--- src/rtl/seg7_pkg.sv ---
// Shared constants for the BCD scan counter: digit width and active-low
// segment patterns in {g,f,e,d,c,b,a} order.
package seg7_pkg;

    localparam int BCD_W = 4;

    typedef logic [BCD_W-1:0] bcd_digit_t;

    localparam logic [6:0] SEG_BLANK = 7'b1111111;

    // Indexed directly by a 4-bit digit; codes 10-15 map to blank.
    localparam logic [15:0][6:0] SEG_PAT = {
        {6{SEG_BLANK}},
        7'b0010000,  // 9
        7'b0000000,  // 8
        7'b1111000,  // 7
        7'b0000010,  // 6
        7'b0010010,  // 5
        7'b0011001,  // 4
        7'b0110000,  // 3
        7'b0100100,  // 2
        7'b1111001,  // 1
        7'b1000000   // 0
    };

endpackage

--- src/rtl/seg7_dec.sv ---
// Combinational BCD digit to active-low 7-segment decode; non-decimal codes
// produce a blank digit.
module seg7_dec
    import seg7_pkg::*;
(
    input  logic [BCD_W-1:0] digit,
    output logic [6:0]       seg
);

    always_comb begin
        seg = SEG_PAT[digit];
    end

endmodule

--- src/rtl/seg7_scan_counter.sv ---
// Multi-digit up/down BCD counter with a time-multiplexed active-low
// 7-segment display scanner and optional leading-zero blanking.
module seg7_scan_counter
    import seg7_pkg::*;
#(
    parameter int DIGITS        = 4,
    parameter int SCAN_DIV      = 1000,
    parameter int BLANK_LEADING = 1
) (
    input  logic                    clk,
    input  logic                    rst_n,
    input  logic                    en,
    input  logic                    up,
    input  logic                    clr,
    input  logic                    load,
    input  logic [BCD_W*DIGITS-1:0] load_val,
    output logic [BCD_W*DIGITS-1:0] bcd,
    output logic                    carry,
    output logic [6:0]              seg,
    output logic [DIGITS-1:0]       an
);

    localparam int CNT_W = BCD_W * DIGITS;
    localparam int IDX_W = (DIGITS > 1) ? $clog2(DIGITS) : 1;
    localparam int PRE_W = $clog2(SCAN_DIV);

    logic [CNT_W-1:0]  inc_val;
    logic [CNT_W-1:0]  dec_val;
    logic [CNT_W-1:0]  load_clean;
    logic              inc_wrap;
    logic              dec_wrap;
    logic [DIGITS-1:0] blank;
    bcd_digit_t        cur_d;
    bcd_digit_t        ld_d;
    logic              inc_c;
    logic              dec_b;
    logic              hi_zero;

    // Ripple the decimal carry/borrow digit by digit from the least significant end.
    always_comb begin
        inc_val    = '0;
        dec_val    = '0;
        load_clean = '0;
        blank      = '0;
        cur_d      = '0;
        ld_d       = '0;
        inc_c      = 1'b1;
        dec_b      = 1'b1;
        for (int i = 0; i < DIGITS; i++) begin
            cur_d = bcd[i*BCD_W +: BCD_W];
            ld_d  = load_val[i*BCD_W +: BCD_W];
            if (!inc_c)
                inc_val[i*BCD_W +: BCD_W] = cur_d;
            else
                inc_val[i*BCD_W +: BCD_W] = (cur_d == 4'd9) ? 4'd0 : cur_d + 4'd1;
            if (!dec_b)
                dec_val[i*BCD_W +: BCD_W] = cur_d;
            else
                dec_val[i*BCD_W +: BCD_W] = (cur_d == 4'd0) ? 4'd9 : cur_d - 4'd1;
            inc_c = inc_c && (cur_d == 4'd9);
            dec_b = dec_b && (cur_d == 4'd0);
            load_clean[i*BCD_W +: BCD_W] = (ld_d > 4'd9) ? 4'd0 : ld_d;
        end
        inc_wrap = inc_c;
        dec_wrap = dec_b;

        hi_zero = 1'b1;
        for (int i = DIGITS - 1; i >= 0; i--) begin
            hi_zero  = hi_zero && (bcd[i*BCD_W +: BCD_W] == 4'd0);
            blank[i] = (BLANK_LEADING != 0) && (i != 0) && hi_zero;
        end
    end

    always_ff @(posedge clk or negedge rst_n) begin
        if (!rst_n) begin
            bcd   <= '0;
            carry <= 1'b0;
        end else begin
            carry <= 1'b0;
            if (clr) begin
                bcd <= '0;
            end else if (load) begin
                bcd <= load_clean;
            end else if (en) begin
                bcd   <= up ? inc_val : dec_val;
                carry <= up ? inc_wrap : dec_wrap;
            end
        end
    end

    logic [PRE_W-1:0] presc;
    logic [IDX_W-1:0] idx;
    logic [IDX_W-1:0] idx_next;
    logic             presc_tc;
    bcd_digit_t       sel_digit;
    logic [6:0]       seg_dec;

    assign presc_tc = (presc == PRE_W'(SCAN_DIV - 1));

    always_comb begin
        idx_next = idx;
        if (presc_tc)
            idx_next = (idx == IDX_W'(DIGITS - 1)) ? '0 : idx + IDX_W'(1);
    end

    // Decode the digit that will be selected next so an and seg switch together.
    always_comb begin
        sel_digit = '0;
        for (int i = 0; i < DIGITS; i++) begin
            if (idx_next == IDX_W'(i))
                sel_digit = blank[i] ? 4'hF : bcd[i*BCD_W +: BCD_W];
        end
    end

    seg7_dec u_dec (
        .digit (sel_digit),
        .seg   (seg_dec)
    );

    always_ff @(posedge clk or negedge rst_n) begin
        if (!rst_n) begin
            presc <= '0;
            idx   <= '0;
            an    <= ~DIGITS'(1);
            seg   <= SEG_PAT[0];
        end else begin
            presc <= presc_tc ? '0 : presc + PRE_W'(1);
            idx   <= idx_next;
            an    <= ~(DIGITS'(1) << idx_next);
            seg   <= seg_dec;
        end
    end

endmodule

--- config.mk ---
export PLATFORM = sky130hd
export DESIGN_NAME = seg7_scan_counter
export DESIGN_NICKNAME = d
export VERILOG_FILES = /design/src/rtl/seg7_pkg.sv /design/src/rtl/seg7_dec.sv /design/src/rtl/seg7_scan_counter.sv
export SDC_FILE = /design/constraint.sdc
export NUM_CORES = 1
export LEC_CHECK = 0
export ABC_CLOCK_PERIOD_IN_PS = 2500
export BUFFER_PORTS_ARGS = -buffer_cell sky130_fd_sc_hd__buf_2
export CORE_ASPECT_RATIO = 1.1
export CORE_UTILIZATION = 40
export CTS_CLUSTER_SIZE = 10
export DETAILED_ROUTE_END_ITERATION = 6
export PLACE_DENSITY = 0.65
export SLEW_MARGIN = 25
export SYNTH_ARGS = -nofsm -noshare
export SYNTH_HDL_FRONTEND = slang
export SYNTH_SLANG_ARGS = --single-unit
--- constraint.sdc ---
create_clock -name clk -period 2.5 [get_ports clk]
set_input_delay 0.5 -clock clk [delete_from_list [all_inputs] [get_ports clk]]
set_output_delay 0.5 -clock clk [all_outputs]
set_load 0.05 [all_outputs]
* Word-level counts from Yosys, hierarchy flattened
Memory sizes are Yosys's and may differ from the RTL's. A register that Yosys moved wholly into a read port is not among the register bits.
Index checks and enable logic that the tools add are counted.
** Storage, ports and cells
- Word-level logic and storage cells :: 94
- Bits of input ports :: 22
- Memory bits (read-only) :: 112
- Memories kept :: 1
- Register bits after elaboration :: 33
** Memory list
- (no name shown) :: depth 16, width 7, read ports 1, clocked after Yosys merged registers in 1, write ports 0, RTL line seg7_dec.sv:11 : seg = SEG_PAT[digit];
** Operators by class
- Reductions and logical operators :: 21
- Muxes and demuxes :: 36
- Order comparisons :: 4
- Equal/unequal tests :: 12
- Bitwise logic cells :: 1
- Add/subtract/negate cells :: 10
- Shift-type cells :: 1
** Operator list (number)
- $mux 4 :: 25
- $mux 16 :: 4
- $add 4x1->4 const B :: 4
- $eq 4x4->1 const B :: 4
- $gt 4x4->1 const B :: 4
- $logic_not 4->1 :: 4
- $sub 4x1->4 const B :: 4
- $ne 4x1->1 const B :: 3
- $reduce_bool 4->1 :: 3
- $add 10x1->10 const B :: 1
- $eq 10x10->1 const B :: 1
- $mux 10 :: 1
- $reduce_and 3->1 :: 3
- $logic_and 1x1->1 :: 8
- $eq 2x2->1 const B :: 3
- $mux 1 :: 4
- $mux 2 :: 2
- $not 4->4 :: 1
- $shl 1x2->4 const A :: 1
- $reduce_bool 3->1 :: 1
- $add 2x1->2 const B :: 1
- $eq 2x1->1 const B :: 1
- $logic_not 2->1 :: 1
- $logic_not 1->1 :: 1

* Longest topological paths before layout
- Depth in word-level cells :: 8
- Depth in mapped cells :: 10
- Gate-level depth less buffers :: 10

* Modules after synthesis
Synthesis repeated with hierarchy kept, for this count alone.
** Unflattened totals
- Cell total of the unflattened synthesis :: 358
- Area, all modules :: 3090.5 µm²
** Modules (own cells, without submodules)
- seg7_scan_counter :: seq. area each 1006.0 µm², cells an instance 327, area an instance 2890.3 µm², instances 1
- seg7_dec :: seq. area each 0.0 µm², cells an instance 31, area an instance 200.2 µm², instances 1

* Least setup slack after synthesis
No wires, ideal clock.
- Path kind :: register -> register
- Start point :: register bcd[12]
- End point :: register seg[3]
- Clock period less this slack :: 2595 ps
- Buffers on the path :: 0
- Required time :: 2410 ps
- Data arrival time :: 2505 ps
- Setup slack :: -95 ps
- Stages on the path, launching flop included :: 10
- Cells stage by stage :: dfrtp_1 inv_1 ha_1 nor3b_1 nand3_1 nand3_1 nor2_1 o32ai_2 ha_1 o221ai_1
** Between the ends
- Longest elaborated chain between the ends :: 7
** Ends and longest elaborated chain
- from (decl) :: RTL line seg7_scan_counter.sv:17 : output logic [BCD_W*DIGITS-1:0] bcd,
- from (signal assigned) :: RTL line seg7_scan_counter.sv:83 : bcd <= load_clean;
- from (signal assigned) :: RTL line seg7_scan_counter.sv:85 : bcd <= up ? inc_val : dec_val;
- $logic_not 4->1 :: RTL line seg7_scan_counter.sv:69 : hi_zero = hi_zero && (bcd[i*BCD_W +: BCD_W] == 4'd0);
- $logic_and 1x1->1 (2 in series) :: RTL line seg7_scan_counter.sv:69
- $mux 4 :: RTL line seg7_scan_counter.sv:111 : sel_digit = blank[i] ? 4'hF : bcd[i*BCD_W +: BCD_W];
- $mux 4 (2 in series) :: RTL line seg7_scan_counter.sv:110 : if (idx_next == IDX_W'(i))
- $mux 4 (*) :: RTL line seg7_scan_counter.sv:110
- to (decl) :: RTL line seg7_scan_counter.sv:19 : output logic [6:0] seg,
Mark *: on every way between the ends. The rest lies on a longest branch, timed or not.
A chain may end at the register's enable or synchronous reset.

* Final worst setup path
- Start point :: register idx[1]
- End point :: register seg[5]
** Between the ends
- Longest elaborated chain between the ends :: 8
** Ends and longest elaborated chain
- from (decl) :: RTL line seg7_scan_counter.sv:92 : logic [IDX_W-1:0] idx;
- from (signal assigned) :: RTL line seg7_scan_counter.sv:128 : idx <= idx_next;
- $add 2x1->2 / $eq 2x2->1 (equally long branches) :: RTL line seg7_scan_counter.sv:103 : idx_next = (idx == IDX_W'(DIGITS - 1)) ? '0 : idx + IDX_W'(1);
- $mux 2 :: RTL line seg7_scan_counter.sv:103
- $mux 2 (*) :: RTL line seg7_scan_counter.sv:102 : if (presc_tc)
- $logic_not 2->1 :: RTL line seg7_scan_counter.sv:110
- $mux 4 (3 in series) :: RTL line seg7_scan_counter.sv:110
- $mux 4 (*) :: RTL line seg7_scan_counter.sv:110
Marks and branches as above.

==> results.json <==
{
  "outcome": "completed",
  "yosysTopAreaCell": "dfrtp_1",
  "ctsRootBufferMaster": "clkbuf_8",
  "min_period_over_period_pct": 93.87,
  "syn_to_final_growth_pct": 20.01,
  "cts_buffers": 5,
  "finalHoldViolations": 0,
  "grt_pass1_wl_um": 12200,
  "ant_nets": 0,
  "p_sw_uw": 677.7,
  "drv_slew": 0,
  "path_cells": "ha_1 -> o21bai_1 -> or4_4 -> and2_4 -> nand2b_4 -> a31o_2 -> a21boi_2 -> a31oi_1",
  "slew_headroom_pct": 41.47,
  "drive_gt1_share_pct": 27.32,
  "drtIter0Drc": 136,
  "rows": 32,
  "htree_levels": 2,
  "antenna_found_initial": 0,
  "initial_utilization_pct": 42.12,
  "clk_pin_slew_ns": 0.09,
  "grt_use_total_pct": 19.21,
  "gp_congestion": 0.8378,
  "cts_hold_buffers": 0,
  "worst_pin_slew_ns": 0.8779,
  "slowest_delay_ns": 0.45,
  "dp_hpwl_um": 5455,
  "cp-startpoint": "idx[1]",
  "ys_ff_latch": 40,
  "wire_per_inst_um": 14.72,
  "synth_cell_types": 67,
  "placement.io_buffers": 49,
  "async_flop_share_pct": 100.0,
  "fin_ws_ns": 0.1532,
  "ys.flop_type": "dfrtp_1",
  "coreArea_sq_um": 7127,
  "p_sw_share_pct": 36.20,
  "fin_skew_ns": 0.01023,
  "ir_drop_v": 0.0002208,
  "synth_fp_nets": 394,
  "yosys_warnings": 0,
  "ios": 50,
  "via_per_inst": 5.704,
  "die_height_um": 92.86,
  "power_density_nw_per_um2": 519.8,
  "grt_overflow": 0,
  "synth.yosys.seq_area_share_pct": 33.51,
  "cp_max_fo": 9,
  "diodes": 0,
  "vias": 2886,
  "avgSynthCellArea_sq_um": 8.408,
  "setup-tns-final_ns": 0,
  "remaining_drc_errors": 0,
  "crit_path_start_kind": "flip-flop",
  "cp.required_ns": 2.66,
  "synth_top_area_share_pct": 30.01,
  "synth.most_common_cell": "nor2_1",
  "timing.fmax_mhz": 426.1,
  "clock_sinks": 40,
  "fill_cells": 704,
  "clock_path_buffers": 2,
  "grt_pass1_vias": 2653,
  "min_period_ns": 2.347,
  "drv_cap": 0,
  "synth_cells": 357,
  "slowest_stage": "dfrtp_1",
  "synth_area_leaders": "dfrtp_1, ha_1, nor2_1, nand2_1, o21ai_0",
  "crit_type": "reg2reg",
  "worst-endpoint-arrival_ns": 2.51,
  "firstDrtPassIters": 6,
  "final_nets": 457,
  "wl_um": 7446,
  "setup_viol": 0,
  "synthTopCellsByCount": "nor2_1, dfrtp_1, nand2_1",
  "dp_slack_ns": 0.06461,
  "die_area_sq_um": 7855,
  "cts_tree": "done",
  "clockPowerShare_pct": 29.1,
  "p_comb_share_pct": 32.6,
  "r2r_start": "idx[1]",
  "endpoint_kind": "flip-flop",
  "intPower_mw": 1.195,
  "die_x_um": 84.60,
  "p_leak_nw": 1.594,
  "synth-edff-count": 0,
  "grt_max_degree": 41,
  "rsz0062_at_grt": "no",
  "min-delay-path-class": "in2async",
  "synthesis.area_sq_um": 3002,
  "clk_latency_ns": 0.30,
  "seqPwrFrac_pct": 38.3
}
[registers in the layout, indices dropped and copies added (netlist names)]
| name | count |
|---|---|
| an | 4 |
| seg | 7 |
| carry | 1 |
| presc | 10 |
| idx | 2 |
| bcd | 16 |
[worst max-delay path: cells and delay by family (launching register included)]
kind,cells,cell delay [ns]
compound gates,4,0.68
flops,1,0.45
simple gates,3,0.74
fa+ha+maj,1,0.35
[timing repair]
action,4_1_cts,5_1_grt
gates resized for setup,0,8
setup endpoints to repair,0,8
setup buffers,0,3
[power by group through the flow]
stage	Clock [mW]	Combinational, mW	Sequential (mW)
6_report	0.545	0.610	0.717
2_1_floorplan	0	0.283	0.860
3_5_place_dp	0	0.596	0.732
4_1_cts	0.557	0.598	0.720
3_3_place_gp	0	0.590	0.732
5_1_grt	0.579	0.666	0.723
[metal layers]
layer / wire [um] / track usage (%)
met1: 3395 / 24.43
met2: 3698 / 34.69
met3: 327 / 2.139
met4: 24 / 4.661
met5: 0 / 0
[cell usage in the layout (no fill, tap or decap), types with 3 or more instances in the layout]
cell      netlist  layout
o211ai_1        4       4
clkbuf_8        0       5
nor2b_1         4       4
o21ai_0        24      24
buf_4           0      22
inv_1          22      21
nand2_1        33      33
nand3_1        23      23
buf_2           1      49
ha_1           15      14
xnor2_1         6       6
dfrtp_1        36      33
xor2_1          3       3
and3b_1         3       3
o31ai_1         5       5
a211oi_1        3       3
nand2b_1        3       3
nor3_1         10      10
and3_1          3       3
a21oi_1        21      20
dfstp_2         4       4
nand3b_1        3       3
nor2_1         38      38
dfrtp_2         0       3
a31oi_1        13      13
a311oi_1        5       5
[cell type report]
| cell class | instances | area, sq um | share of cell area [%] |
|---|---|---|---|
| Clock buffer | 5 | 68.82 | 1.910 |
| Clock inverter | 3 | 42.54 | 1.181 |
| Inverter | 22 | 82.58 | 2.292 |
| Multi-Input combinational cell | 280 | 1882 | 52.24 |
| Sequential cell | 40 | 1010 | 28.03 |
| Tap cell | 85 | 106.4 | 2.952 |
| Timing Repair Buffer | 71 | 410.4 | 11.39 |
[stage by stage]
stage          power [mW]  util [%]  std cells  instance area, sq um  hold WS (ns)
3_3_place_gp        1.322     48.26        495                  3440        0.4671
5_1_grt             1.968     50.54        506                  3602        0.4066
2_1_floorplan       1.143         -        357                  3010        0.2044
4_1_cts             1.875     49.82        503                  3551        0.3531
6_report            1.872     50.54        506                  3602        0.3163
3_5_place_dp        1.328     48.26        495                  3440        0.4796
[cells by family (layout without fill, tap and decap cells)]
logic type,Yosys count,after routing,synth area share [%]
compound gates,112,112,26.80
buf+inv,37,101,4.919
simple gates,141,141,24.84
mux,3,3,1.042
fa+ha+maj,15,15,6.253
xor+xnor,9,9,2.626
flops,40,40,33.51
[worst paths after layout]
check                           endpoint  slack, ns  cells after the start
worst min-delay path            presc[3]       0.32                      1
max in group asynchronous         seg[6]       1.53                      2
worst min register to register  presc[0]       0.49                      1
worst max-delay path              seg[5]       0.15                      8
min in group clk                  bcd[0]       0.46                      3
worst max register to register    seg[5]       0.15                      8
Power figures use the tool's default switching activity.
